File: src/rtl/axi_pkg.sv
// Shared AXI3 read-channel types for the boot ROM slave.
package axi_pkg;

    localparam int unsigned AxiIdWidth = 4;

    typedef enum logic [1:0] {
        BurstFixed = 2'b00,
        BurstIncr  = 2'b01,
        BurstWrap  = 2'b10,
        BurstRsvd  = 2'b11
    } axi_burst_t;

    typedef enum logic [1:0] {
        RespOkay   = 2'b00,
        RespExokay = 2'b01,
        RespSlverr = 2'b10,
        RespDecerr = 2'b11
    } axi_resp_t;

    typedef struct packed {
        logic [AxiIdWidth-1:0] id;
        logic [31:0]           addr;
        logic [3:0]            len;
        logic [2:0]            size;
        axi_burst_t            burst;
    } axi_ar_t;

    // Only power-of-two beat counts wrap; anything else behaves as INCR.
    function automatic logic wrap_len_ok(input logic [3:0] len);
        return (len == 4'd1) || (len == 4'd3) || (len == 4'd7) || (len == 4'd15);
    endfunction

endpackage

File: src/rtl/rd_skid_fifo.sv
// Two-entry FIFO holding R beats (data, resp, last) between the ROM and the R channel.
module rd_skid_fifo #(
    parameter int unsigned WIDTH = 35
) (
    input  logic             aclk,
    input  logic             aresetn,
    input  logic             push,
    input  logic [WIDTH-1:0] push_data,
    input  logic             pop,
    output logic [WIDTH-1:0] pop_data,
    output logic             full,
    output logic             empty,
    output logic [1:0]       count
);

    logic [WIDTH-1:0] mem_q [2];
    logic             wr_ptr_q;
    logic             rd_ptr_q;
    logic [1:0]       count_q;

    always_ff @(posedge aclk) begin
        if (!aresetn) begin
            mem_q[0] <= '0;
            mem_q[1] <= '0;
            wr_ptr_q <= 1'b0;
            rd_ptr_q <= 1'b0;
            count_q  <= 2'd0;
        end else begin
            if (push) begin
                mem_q[wr_ptr_q] <= push_data;
                wr_ptr_q        <= ~wr_ptr_q;
            end
            if (pop) begin
                rd_ptr_q <= ~rd_ptr_q;
            end
            case ({push, pop})
                2'b10:   count_q <= count_q + 2'd1;
                2'b01:   count_q <= count_q - 2'd1;
                default: count_q <= count_q;
            endcase
        end
    end

    assign pop_data = mem_q[rd_ptr_q];
    assign full     = (count_q == 2'd2);
    assign empty    = (count_q == 2'd0);
    assign count    = count_q;

endmodule

File: src/rtl/axi3_bootrom_slave.sv
// AXI3 read-only slave in front of a 1-cycle-latency synchronous boot ROM.
module axi3_bootrom_slave
    import axi_pkg::*;
#(
    parameter int unsigned ROM_ADDR_WIDTH = 13,
    parameter int unsigned ID_WIDTH       = 4
) (
    input  logic                      aclk,
    input  logic                      aresetn,
    input  logic [ID_WIDTH-1:0]       arid,
    input  logic [31:0]               araddr,
    input  logic [3:0]                arlen,
    input  logic [2:0]                arsize,
    input  logic [1:0]                arburst,
    input  logic                      arvalid,
    output logic                      arready,
    output logic [ID_WIDTH-1:0]       rid,
    output logic [31:0]               rdata,
    output logic [1:0]                rresp,
    output logic                      rlast,
    output logic                      rvalid,
    input  logic                      rready,
    output logic                      rom_en,
    output logic [ROM_ADDR_WIDTH-1:0] rom_addr,
    input  logic [31:0]               rom_rdata
);

    typedef enum logic [0:0] {StIdle, StBurst} state_e;

    state_e      state_q, state_d;
    axi_ar_t     ar_q, ar_d;
    logic        err_q, err_d;
    logic [4:0]  issue_cnt_q, issue_cnt_d;
    logic        live_q;
    logic        inflight_q;
    logic        last_inflight_q;

    logic        issue;
    logic        pop;
    logic [31:0] step, wrap_mask, next_addr;
    logic [2:0]  occupancy, credit;
    logic [34:0] fifo_wdata, fifo_rdata;
    logic        fifo_full, fifo_empty;
    logic [1:0]  fifo_count;
    axi_resp_t   beat_resp;

    // live_q holds arready low on the cycle a synchronous reset is still in effect.
    assign arready = (state_q == StIdle) && live_q;
    assign rvalid  = !fifo_empty;
    assign pop     = rvalid && rready;
    assign {rdata, rresp, rlast} = fifo_rdata;
    assign rid      = ID_WIDTH'(ar_q.id);
    assign rom_addr = ar_q.addr[ROM_ADDR_WIDTH+1:2];
    assign rom_en   = issue && !err_q;

    // A beat leaving this cycle frees a slot by the time a new read lands.
    assign occupancy = {1'b0, fifo_count} + {2'b00, inflight_q};
    assign credit    = 3'd2 + {2'b00, pop};
    assign issue     = (state_q == StBurst) && (issue_cnt_q <= {1'b0, ar_q.len})
                       && (occupancy < credit) && (!fifo_full || pop);

    always_comb begin
        step      = 32'd1 << ar_q.size;
        wrap_mask = ((32'(ar_q.len) + 32'd1) << ar_q.size) - 32'd1;
        next_addr = ar_q.addr + step;
        if (ar_q.burst == BurstFixed) begin
            next_addr = ar_q.addr;
        end else if (ar_q.burst == BurstWrap && wrap_len_ok(ar_q.len)) begin
            next_addr = (ar_q.addr & ~wrap_mask) | ((ar_q.addr + step) & wrap_mask);
        end
    end

    always_comb begin
        beat_resp  = err_q ? RespSlverr : RespOkay;
        fifo_wdata = {(err_q ? 32'd0 : rom_rdata), 2'(beat_resp), last_inflight_q};
    end

    always_comb begin
        state_d     = state_q;
        ar_d        = ar_q;
        err_d       = err_q;
        issue_cnt_d = issue_cnt_q;
        unique case (state_q)
            StIdle: begin
                if (arvalid && arready) begin
                    state_d     = StBurst;
                    ar_d.id     = AxiIdWidth'(arid);
                    ar_d.addr   = araddr;
                    ar_d.len    = arlen;
                    ar_d.size   = arsize;
                    ar_d.burst  = axi_burst_t'(arburst);
                    err_d       = (arburst == 2'b11) || (arsize > 3'd2);
                    issue_cnt_d = 5'd0;
                end
            end
            StBurst: begin
                if (issue) begin
                    ar_d.addr   = next_addr;
                    issue_cnt_d = issue_cnt_q + 5'd1;
                end
                if (pop && rlast) begin
                    state_d = StIdle;
                end
            end
        endcase
    end

    always_ff @(posedge aclk) begin
        if (!aresetn) begin
            state_q         <= StIdle;
            ar_q            <= '0;
            err_q           <= 1'b0;
            issue_cnt_q     <= 5'd0;
            live_q          <= 1'b0;
            inflight_q      <= 1'b0;
            last_inflight_q <= 1'b0;
        end else begin
            state_q         <= state_d;
            ar_q            <= ar_d;
            err_q           <= err_d;
            issue_cnt_q     <= issue_cnt_d;
            live_q          <= 1'b1;
            inflight_q      <= issue;
            last_inflight_q <= issue && (issue_cnt_q == {1'b0, ar_q.len});
        end
    end

    rd_skid_fifo #(
        .WIDTH(35)
    ) u_fifo (
        .aclk      (aclk),
        .aresetn   (aresetn),
        .push      (inflight_q),
        .push_data (fifo_wdata),
        .pop       (pop),
        .pop_data  (fifo_rdata),
        .full      (fifo_full),
        .empty     (fifo_empty),
        .count     (fifo_count)
    );

endmodule
File: config.mk
export PLATFORM = sky130hd
export DESIGN_NAME = axi3_bootrom_slave
export DESIGN_NICKNAME = d
export VERILOG_FILES = /design/src/rtl/axi_pkg.sv /design/src/rtl/rd_skid_fifo.sv /design/src/rtl/axi3_bootrom_slave.sv
export SDC_FILE = /design/constraint.sdc
export NUM_CORES = 1
export LEC_CHECK = 0
export BUFFER_PORTS_ARGS = -buffer_cell sky130_fd_sc_hd__buf_2
export CORE_MARGIN = 3
export CORE_UTILIZATION = 40
export DETAILED_ROUTE_END_ITERATION = 7
export PLACE_DENSITY_LB_ADDON = 0.3
export SKIP_CTS_REPAIR_TIMING = 1
export SYNTH_ARGS = -nofsm -noshare
export SYNTH_HDL_FRONTEND = slang
export SYNTH_SLANG_ARGS = --single-unit
File: constraint.sdc
create_clock -name aclk -period 3.2 [get_ports aclk]
set_input_delay 0.32 -clock aclk [delete_from_list [all_inputs] [get_ports aclk]]
set_output_delay 0.32 -clock aclk [all_outputs]
set_load 0.05 [all_outputs]
== After elaboration in Yosys (flattened, before gate mapping) ==
Memories as Yosys holds them, arrays and structs flattened. A register that Yosys moved wholly into a read port is not among the register bits.
Cells that the tools add are included.

* Register bits: 59
* RAM bits: 70
* Input port bits: 81
* Logic and storage cells: 97
* Memories: 1

{| class="wikitable"
|+ Memory list
! name !! depth !! width !! rd ports !! clocked after memory_dff !! wr ports !! line !! source
|-
| u_fifo.mem_q || 2 || 35 || 1 || 1 || 2 || rd_skid_fifo.sv:16 || <nowiki>logic [WIDTH-1:0] mem_q [2];</nowiki>
|}

* Add/subtract/negate cells: 8
* $lt $le $gt $ge: 3
* Equality and inequality tests: 13
* Shifts and indexed selects: 2
* Muxes and demuxes: 24
* Bitwise gates (word level): 7
* Reduce and logical (&&, ||, !) cells: 25

{| class="wikitable"
|+ Operators by type and width
! kind !! count
|-
| $mux W32 || 4
|-
| $and A32 B32 Y32 || 2
|-
| $pmux W32 S2 || 1
|-
| $mux W41 || 1
|-
| $mux W35 || 1
|-
| $reduce_or A35 Y1 || 1
|-
| $add A32 B32 Y32 || 1
|-
| $not A32 Y32 || 1
|-
| $or A32 B32 Y32 || 1
|-
| $shl A1 B3 Y32 const A || 1
|-
| $shl A5 B3 Y32 || 1
|-
| $sub A32 B1 Y32 const B || 1
|-
| $mux W1 || 11
|-
| $logic_and A1 B1 Y1 || 10
|-
| $mux W5 || 2
|-
| $pmux W5 S2 || 1
|-
| $eq A2 B2 Y1 const B || 4
|-
| $add A4 B1 Y5 const B || 1
|-
| $add A5 B1 Y5 const B || 1
|-
| $eq A5 B4 Y1 || 1
|-
| $le A5 B4 Y1 || 1
|-
| $logic_or A1 B1 Y1 || 5
|-
| $eq A4 B1 Y1 const B || 1
|-
| $eq A4 B2 Y1 const B || 1
|-
| other kinds (20) || 27
|}

== Longest topological paths before layout ==
Gate-level depths: netlist (run 1).

* Word-level depth: 10
* Mapped depth: 14
* Mapped depth without buffers: 12

== Hierarchy ==
From an unflattened synthesis (run 1), not the netlist that was laid out.

* Cells, all modules: 717
* Area, all modules: 6623.9 um2

{| class="wikitable"
|+ By module, submodules not included
! module !! times used !! cells an instance !! area each (um2) !! seq. area each (um2)
|-
| axi3_bootrom_slave || 1 || 467 || 3439.5 || 760.7
|-
| rd_skid_fifo || 1 || 250 || 3184.3 || 2202.1
|}

== Worst setup path after synthesis (run 1) ==
No wires, ideal clock.

* Path kind: register to register
* Start: register inflight_q
* End: memory u_fifo.mem_q[0][0] (enable)
* Library setup time: 472 ps
* Arrival: 2866 ps
* Data required time: 2728 ps
* Setup slack: -138 ps
* Stages on the path, launching flop included: 3
* Cells stage by stage: dfxtp_1 > inv_1 > o21ai_0

{| class="wikitable"
|+ RTL lines
! element !! line !! source
|-
| start, declared || axi3_bootrom_slave.sv:35 || <nowiki>logic inflight_q;</nowiki>
|-
| start signal, assigned || axi3_bootrom_slave.sv:123 || <nowiki>inflight_q <= issue;</nowiki>
|-
| end, declared || rd_skid_fifo.sv:16 ||
|}

==> impl_metrics.tcl, run 1 <==
set metrics [dict create \
    firstDrtPassIters 5 \
    slew_headroom_pct 59.4 \
    syn_avg_cell_area_um2 9.29 \
    die-width_um 132 \
    crit_family "compound AO/OA/AOI/OAI gates" \
    synthTopCellsByCount "112 x nor2_1, 87 x nand2_1, 68 x edfxtp_1" \
    seqPwrFrac_pct 44.8 \
    synth_top_flop_cell "edfxtp_1" \
    ys_top_cells_by_area "edfxtp_1 32%, dfxtp_1 14%, nor2_1 6.6%" \
    end_kind "register" \
    crit_type "register to register" \
    syn_area_um2 6330 \
    cts_root_buf "clkbuf_16" \
    placed_cells 972 \
    drt_iter0_drc 340 \
    io_pins 136 \
    n_antenna_cell 0 \
    hold_viol_final 0 \
    power.density_nw_per_um2 496 \
    worstPathRequired_ns 3.49 \
    gp_congestion 0.857 \
    nets 873 \
    async_flop_share_pct 0 \
    dp_hpwl_mm 10.4 \
    cts_buffer_depth 2 \
    syn_to_final_growth_pct 16.3 \
    maxCapViolCount 0 \
    vias_per_cell 5.18 \
    cts_tree "done" \
    timing.critical_path.mode_cell "a21oi_1" \
    numCtsBuffers 9 \
    finClkSkew_ns 0.0117 \
    postRouteAntennaNets 0 \
    place_ws_ns 0.318 \
    leakage_nw 2.97 \
    switching_share_pct 32.0 \
    dieArea_um2 17400 \
    finalSetupViolCount 0 \
    syn_nets 782 \
    clk_pin_slew_worst_paths_ns 0.08 \
    holdCritPathClass "input pin to register" \
    track_usage_pct 17.2 \
    die_h_um 132 \
    syn_inst 681 \
    synth.distinct_cells 72 \
    port_buffers 117 \
    crit_path_start_kind "register" \
    internal_power_w 0.00249 \
    seq_area_frac_synth_pct 45.9 \
    drive_gt1_share_pct 26.6 \
    fin_crit_sh_pct 91.0 \
    synth_warnings 0 \
    combPwrFrac_pct 23.2 \
    hold_depth 3 \
    synth_edf_count 68 \
    num_vias 5120 \
    final_cells 988 \
    cp_data_arrival_time_ns 3.20 \
    antenna_found_initial 0 \
    core_area_um2 15300 \
    reg2reg_setup_slack_ns 0.29 \
    vdd_drop_max_v 0.000350 \
    r2r_cells 12 \
    start_util_pct 41.3 \
    yosysMostFrequentCell "nor2_1" \
    min_to "rid[2]" \
    setup_ws_ns 0.289 \
    ys_ff_latch 111 \
    fill_cells 1530 \
    rows 45 \
    synth_top_cell_by_area "edfxtp_1" \
    outcome "completed" \
    clkSinkCount 111 \
    grt_max_degree 35 \
    crit_fanout 5 \
    wl_per_cell_um 15.2 \
    h-tree-depth 3 \
    drc 0 \
    tightestPinTransition_ns 0.609 \
    finalSetupTns_ns 0 \
    period_needed_ns 2.91 \
    insertion_delay_ns 0.36 \
    grt_pass1_vias 5026 \
    drt_wl_total_mm 15.0 \
    hp-start "arid[2]" \
    crit_slowest_cell "dfxtp_1" \
    grt_pass1_wl_mm 24.5 \
    slowest_delay_ns 0.43 \
    crit_chain "or2_1 > nor2_1 > ha_1 > fa_1 > a21oi_1 > nor2b_1 > o31a_1 > o41a_1 > xor2_1 > a21boi_0 > a31o_2 > a21oi_1" \
    r2r-start "ar_q[2]" \
    clock.fmax_mhz 344 \
    rsz0062_at_grt "no" \
    slew_violations 0 \
    synth_top_area_share_pct 32.3 \
    fin_util_pct 48.1 \
    grt_overflow 0 \
    p_clk_share_pct 32.1 \
    netSwitchingPower_w 0.00117 \
    critPathBufInv 0 \
]
worst reg2reg max path, stage by stage (launching register included):
cell and delay, ns:
dfxtp_1 0.43, or2_1 0.24, nor2_1 0.07, ha_1 0.22
fa_1 0.42, a21oi_1 0.16, nor2b_1 0.07, o31a_1 0.27
o41a_1 0.39, xor2_1 0.16, a21boi_0 0.09, a31o_2 0.22
a21oi_1 0.11
layout by cell type (no fill, tap or decap), drive strengths merged, types with 3 or more instances in the layout:
master / count
or3: 6
xnor2: 17
a21o: 4
o21a: 6
nand4: 4
a21oi: 35
nand2b: 5
and3: 6
mux2i: 4
nor4: 4
inv: 21
nand3: 15
clkinv: 3
o211ai: 3
o2111ai: 4
buf: 142
nand3b: 4
a31oi: 4
clkbuf: 10
nor2b: 5
nor3: 15
o311ai: 3
xor2: 5
ha: 19
o21ai: 24
nor2: 113
o22ai: 4
a32oi: 4
dfxtp: 43
nand2: 87
mux2: 36
a211oi: 9
and2: 4
edfxtp: 68
a221oi: 6
per-stage QoR:
| stage | cell area, um2 | total power, W | hold WS [ns] |
|---|---|---|---|
| after floorplan | 6330 | 0.00232 | 0.348 |
| after global placement | 7060 | 0.00251 | 0.444 |
| after detailed placement | 7060 | 0.00252 | 0.447 |
| after CTS | 7360 | 0.00369 | 0.190 |
| after global routing | 7360 | 0.00381 | 0.199 |
| final | 7360 | 0.00365 | 0.201 |
cell type report:
type | count | area, um2 | area share [%]
Clock buffer | 10 | 229 | 3.11
Clock inverter | 6 | 77.6 | 1.05
Timing Repair Buffer | 142 | 773 | 10.5
Sequential cell | 111 | 2900 | 39.4
Multi-Input combinational cell | 488 | 3040 | 41.3
Tap cell | 211 | 264 | 3.59
Inverter | 20 | 75.1 | 1.02
per-layer routing:
layer / vias up / track usage, % / part of all wire (%)
li1: 2577 / - / -
met1: 2400 / 21.5 / 45
met2: 128 / 30.3 / 49
met3: 15 / 3.55 / 4.8
met4: 0 / 4.38 / 1.2
met5: - / 0 / 0
cells by family (layout without fill, tap and decap cells):
family | Yosys count | in the layout | share of synthesized area [%]
other cells | 1 | 1 | 0.0592
compound gates | 129 | 129 | 14.3
fa+ha+maj | 20 | 20 | 4.07
flops | 111 | 111 | 45.9
xor+xnor | 22 | 22 | 3.16
mux | 40 | 40 | 7.04
simple gates | 276 | 276 | 19.2
buf+inv | 82 | 178 | 6.38
worst max-delay path by stage:
stage	from	end	depth (start not counted)
5_1_grt	ar_q[8]	rom_en	9
3_3_place_gp	ar_q[2]	register	12
6_report	ar_q[2]	register	12
2_1_floorplan	ar_q[4]	register	13
3_5_place_dp	ar_q[2]	register	12
4_1_cts	ar_q[8]	rom_en	9
power groups by stage:
stage          logic [W]  registers [W]  clock network [W]
2_1_floorplan   0.000668        0.00165                  0
3_3_place_gp    0.000847        0.00167                  0
3_5_place_dp    0.000850        0.00167                  0
4_1_cts         0.000854        0.00164            0.00120
5_1_grt         0.000918        0.00165            0.00124
6_report        0.000846        0.00164            0.00117
No activity file was read; power rests on OpenSTA's default activity.
==> run 2, diff against run 1 <==
--- a/config.mk
+++ b/config.mk
@@ -6,8 +6,9 @@
 export NUM_CORES = 1
 export LEC_CHECK = 0
 export BUFFER_PORTS_ARGS = -buffer_cell sky130_fd_sc_hd__buf_2
+export CORE_ASPECT_RATIO = 0.6
 export CORE_MARGIN = 3
-export CORE_UTILIZATION = 40
+export CORE_UTILIZATION = 30
 export DETAILED_ROUTE_END_ITERATION = 7
 export PLACE_DENSITY_LB_ADDON = 0.3
 export SKIP_CTS_REPAIR_TIMING = 1
==> constraint.sdc (replaced) <==
create_clock -name aclk -period 3.2 [get_ports aclk]
set_input_delay 0.32 -clock aclk [delete_from_list [all_inputs] [get_ports aclk]]
set_output_delay 0.32 -clock aclk [all_outputs]
set_load 0.01 [all_outputs]
==> impl_metrics.tcl, run 2 (synthesis results as in run 1) <==
set metrics [dict create \
    dieArea_um2 22900 \
    drt_iter0_drc 390 \
    hp-start "arid[2]" \
    grt_max_degree 35 \
    leakage_nw 3.01 \
    r2r-start "ar_q[3]" \
    gp_congestion 0.889 \
    min_to "rid[2]" \
    hold_depth 3 \
    hold_viol_final 0 \
    vias_per_cell 4.91 \
    mostFrequentLayoutCell "buf_2" \
    postRouteAntennaNets 0 \
    crit_path_start_kind "register" \
    vdd_drop_max_v 0.000274 \
    holdCritPathClass "input pin to register" \
    nets 880 \
    port_buffers 117 \
    rows 40 \
    clk_pin_slew_worst_paths_ns 0.08 \
    syn_to_final_growth_pct 18.5 \
    rsz0062_at_grt "no" \
    r2r_cells 12 \
    holdWs_ns 0.195 \
    track_usage_pct 15.7 \
    grt_pass1_vias 4972 \
    outcome "completed" \
    drive_gt1_share_pct 27.3 \
    firstDrtPassIters 5 \
    fin_crit_sh_pct 93.9 \
    finClkSkew_ns 0.0114 \
    insertion_delay_ns 0.36 \
    reg2reg_setup_slack_ns 0.19 \
    num_vias 5190 \
    crit_type "register to register" \
    drt_wl_total_mm 17.9 \
    tightestPinTransition_ns 0.846 \
    slew_headroom_pct 42.9 \
    dp_hpwl_mm 12.7 \
    cts_tree "done" \
    n_antenna_cell 0 \
    maxCapViolCount 0 \
    slew_violations 0 \
    end_kind "register" \
    grt_overflow 0 \
    worstPathRequired_ns 3.44 \
    start_util_pct 31.1 \
    clkSinkCount 111 \
    finalSetupTns_ns 0 \
    cts_buffer_depth 2 \
    core_area_um2 20400 \
    clock.fmax_mhz 333 \
    power.density_nw_per_um2 469 \
    cp_data_arrival_time_ns 3.24 \
    setup_ws_ns 0.194 \
    finalSetupViolCount 0 \
    cts_root_buf "clkbuf_16" \
    final_cell_mix "117 x buf_2, 112 x nor2_1, 87 x nand2_1" \
    antenna_found_initial 0 \
    wl_per_cell_um 16.9 \
    grt_pass1_wl_mm 28.5 \
    place_ws_ns 0.243 \
    crit_fanout 6 \
    io_pins 136 \
    period_needed_ns 3.01 \
    die_h_um 119 \
    numCtsBuffers 9 \
    die-width_um 194 \
    h-tree-depth 3 \
    drc 0 \
]
[run 2: cell count changes in the layout (fill, tap and decap cells not counted)]
cell / delta
buf_4: +7
bufinv_16: +1
clkinv_1: +1
clkinv_2: +1
clkinv_4: -1
dfxtp_1: -1
dfxtp_2: +1
inv_8: -2
[run 2: how the worst max path moves through the flow]
| stage | slack (ns) | start | to |
|---|---|---|---|
| floorplan | 0.34 | ar_q[4] | register |
| detailed placement | 0.24 | ar_q[3] | register |
| global placement | 0.29 | ar_q[3] | register |
| finish | 0.19 | ar_q[3] | register |
| global route | 0.03 | ar_q[3] | register |
| CTS | 0.23 | ar_q[3] | register |
[run 2: critical path, cell delays in order, from the launching register on]
cell	delay, ns
dfxtp_1	0.45
or2_1	0.15
nor2_1	0.04
ha_1	0.25
fa_1	0.43
a21oi_1	0.16
nor2b_1	0.09
o31a_1	0.26
o41a_1	0.40
nand3_1	0.13
nor3_1	0.05
o31ai_1	0.34
mux2i_1	0.12
[run 2: cell type report]
type,count,area (um2)
fillers,2083,12900
multi-input cells,488,3040
flip-flops and latches,111,2900
repair buffers,149,826
well taps,273,342
clock buffers,10,229
clock inverters,6,85.1
inverters,20,75.1
[run 2: metal layers]
layer	GRT usage (%)	up-vias	part of all wire, %
li1	-	2595	-
met1	26.0	2419	55
met2	19.6	164	36
met3	3.96	12	7.5
met4	3.39	0	0.88
met5	0	-	0
[run 2: metrics by stage]
stage / total power, W / instances / util (%) / cell area [um2]
detailed placement: 0.00234 / 1041 / 35.3 / 7190
finish: 0.00352 / 1057 / 36.8 / 7500
floorplan: 0.00210 / 681 / - / 6330
global placement: 0.00233 / 1041 / 35.3 / 7190
CTS: 0.00358 / 1057 / 36.8 / 7500
global route: 0.00371 / 1057 / 36.8 / 7500
[run 2: power by group]
part	total (W)	internal (W)	leakage (nW)	switching, W
registers	0.00165	0.00159	1.06	0.0000538
clock network	0.00121	0.000685	0.150	0.000526
logic	0.000659	0.000276	1.80	0.000383
==> run 3, diff against run 2 <==
--- a/config.mk
+++ b/config.mk
@@ -6,11 +6,11 @@
 export NUM_CORES = 1
 export LEC_CHECK = 0
 export BUFFER_PORTS_ARGS = -buffer_cell sky130_fd_sc_hd__buf_2
-export CORE_ASPECT_RATIO = 0.6
 export CORE_MARGIN = 3
 export CORE_UTILIZATION = 30
 export DETAILED_ROUTE_END_ITERATION = 7
 export PLACE_DENSITY_LB_ADDON = 0.3
+export SETUP_SLACK_MARGIN = 0.5
 export SKIP_CTS_REPAIR_TIMING = 1
 export SYNTH_ARGS = -nofsm -noshare
 export SYNTH_HDL_FRONTEND = slang
==> impl_metrics.tcl, run 3 (synthesis results as in run 1) <==
set metrics [dict create \
    drc 0 \
    tightestPinTransition_ns 0.805 \
    path_depth 12 \
    vdd_drop_max_v 0.000256 \
    hold_depth 3 \
    dieArea_um2 22900 \
    firstDrtPassIters 5 \
    r2r-start "ar_q[3]" \
    critPathBufInv 0 \
    final_cell_mix "117 x buf_2, 111 x nor2_1, 86 x nand2_1" \
    nets 882 \
    track_usage_pct 13.6 \
    slew_violations 0 \
    place_area_um2 7110 \
    seqPwrFrac_pct 47.5 \
    netSwitchingPower_w 0.00101 \
    holdCritPathClass "input pin to register" \
    grt_pass1_vias 4750 \
    worstPathRequired_ns 3.43 \
    maxCapViolCount 0 \
    wl_per_cell_um 15.4 \
    numCtsBuffers 9 \
    p_clk_share_pct 33.3 \
    vias_per_cell 4.87 \
    syn_to_final_growth_pct 20.7 \
    crit_path_start_kind "register" \
    h-tree-depth 3 \
    clk_pin_slew_worst_paths_ns 0.08 \
    start_util_pct 30.9 \
    rsz0062_at_grt "yes" \
    antenna_found_initial 0 \
    outcome "completed" \
    finalSetupViolCount 0 \
    hp-start "arlen[2]" \
    crit_family "compound AO/OA/AOI/OAI gates" \
    core_area_um2 20500 \
    crit_slowest_cell "o41a_1" \
    clock.fmax_mhz 372 \
    postRouteAntennaNets 0 \
    slew_headroom_pct 46.1 \
    power.density_nw_per_um2 452 \
    combPwrFrac_pct 19.3 \
    r2r_cells 12 \
    grt_pass1_wl_mm 24.3 \
    grt_max_degree 35 \
    num_vias 5139 \
    leakage_nw 3.03 \
    holdWs_ns 0.182 \
    insertion_delay_ns 0.36 \
    crit_chain "or2_4 > nor2_4 > ha_4 > fa_2 > a21oi_2 > nor2b_2 > o31a_1 > o41a_1 > nand3_2 > nor3_2 > o31ai_1 > mux2i_1" \
    grt_overflow 0 \
    design_area_um2 7640 \
    n_antenna_cell 0 \
    fin_crit_sh_pct 83.9 \
    reg2reg_setup_slack_ns 0.51 \
    finalSetupTns_ns 0 \
    clkSinkCount 111 \
    die_h_um 151 \
    io_pins 136 \
    drive_gt1_share_pct 31.4 \
    cp_data_arrival_time_ns 2.92 \
    crit_type "register to register" \
    period_needed_ns 2.69 \
    rows 52 \
    crit_fanout 4 \
    cts_tree "done" \
    mostFrequentLayoutCell "buf_2" \
    hold_viol_final 0 \
    gp_congestion 0.845 \
    cts_root_buf "clkbuf_16" \
    end_kind "register" \
    internal_power_w 0.00244 \
    die-width_um 151 \
    dp_hpwl_mm 11.3 \
    finClkSkew_ns 0.00943 \
    port_buffers 117 \
    drt_iter0_drc 226 \
    slowest_delay_ns 0.47 \
    switching_share_pct 29.4 \
    drt_wl_total_mm 16.3 \
    total_power_w 0.00345 \
    min_to "ar_q[7]" \
    cts_buffer_depth 2 \
]
==> run 3: final cells by class <==
class	count	area, um2
inverters	20	78.8
clock buffers	9	225
clock inverters	7	80.1
well taps	270	338
fillers	2101	12900
flip-flops and latches	111	2920
multi-input cells	488	3160
repair buffers	151	846
==> run 3: worst max path at each step <==
stage | start | endpoint | slack (ns)
2_1_floorplan | ar_q[4] | register | 0.50
3_3_place_gp | ar_q[4] | register | 0.34
3_5_place_dp | ar_q[4] | register | 0.27
4_1_cts | ar_q[4] | register | 0.25
5_1_grt | ar_q[2] | register | 0.39
6_report | ar_q[3] | register | 0.51
==> run 3: power groups by stage <==
| stage | clock network (W) | registers, W | logic (W) |
|---|---|---|---|
| after floorplan | 0 | 0.00165 | 0.000445 |
| after global placement | 0 | 0.00167 | 0.000638 |
| after detailed placement | 0 | 0.00167 | 0.000639 |
| after CTS | 0.00118 | 0.00164 | 0.000643 |
| after global routing | 0.00123 | 0.00165 | 0.000734 |
| final | 0.00115 | 0.00164 | 0.000665 |
==> run 3: stage by stage <==
| stage | setup slack [ns] | std cells | util (%) |
|---|---|---|---|
| 2_1_floorplan | 0.502 | 681 | - |
| 3_3_place_gp | 0.337 | 1029 | 34.7 |
| 3_5_place_dp | 0.275 | 1029 | 34.7 |
| 4_1_cts | 0.251 | 1045 | 36.2 |
| 5_1_grt | 0.389 | 1056 | 37.3 |
| 6_report | 0.515 | 1056 | 37.3 |
==> run 3: tightest hold or removal path: stages <==
cell	delay (ns)
buf_2	0.09
nand2_1	0.04
a21oi_1	0.05
==> run 3: routing by layer <==
metal	vias up	share of wire (%)	track usage, %
met5	-	0	0
met4	0	1.4	4.31
met3	17	5.9	2.93
met2	123	47	22.3
met1	2407	46	17.8
li1	2592	-	-
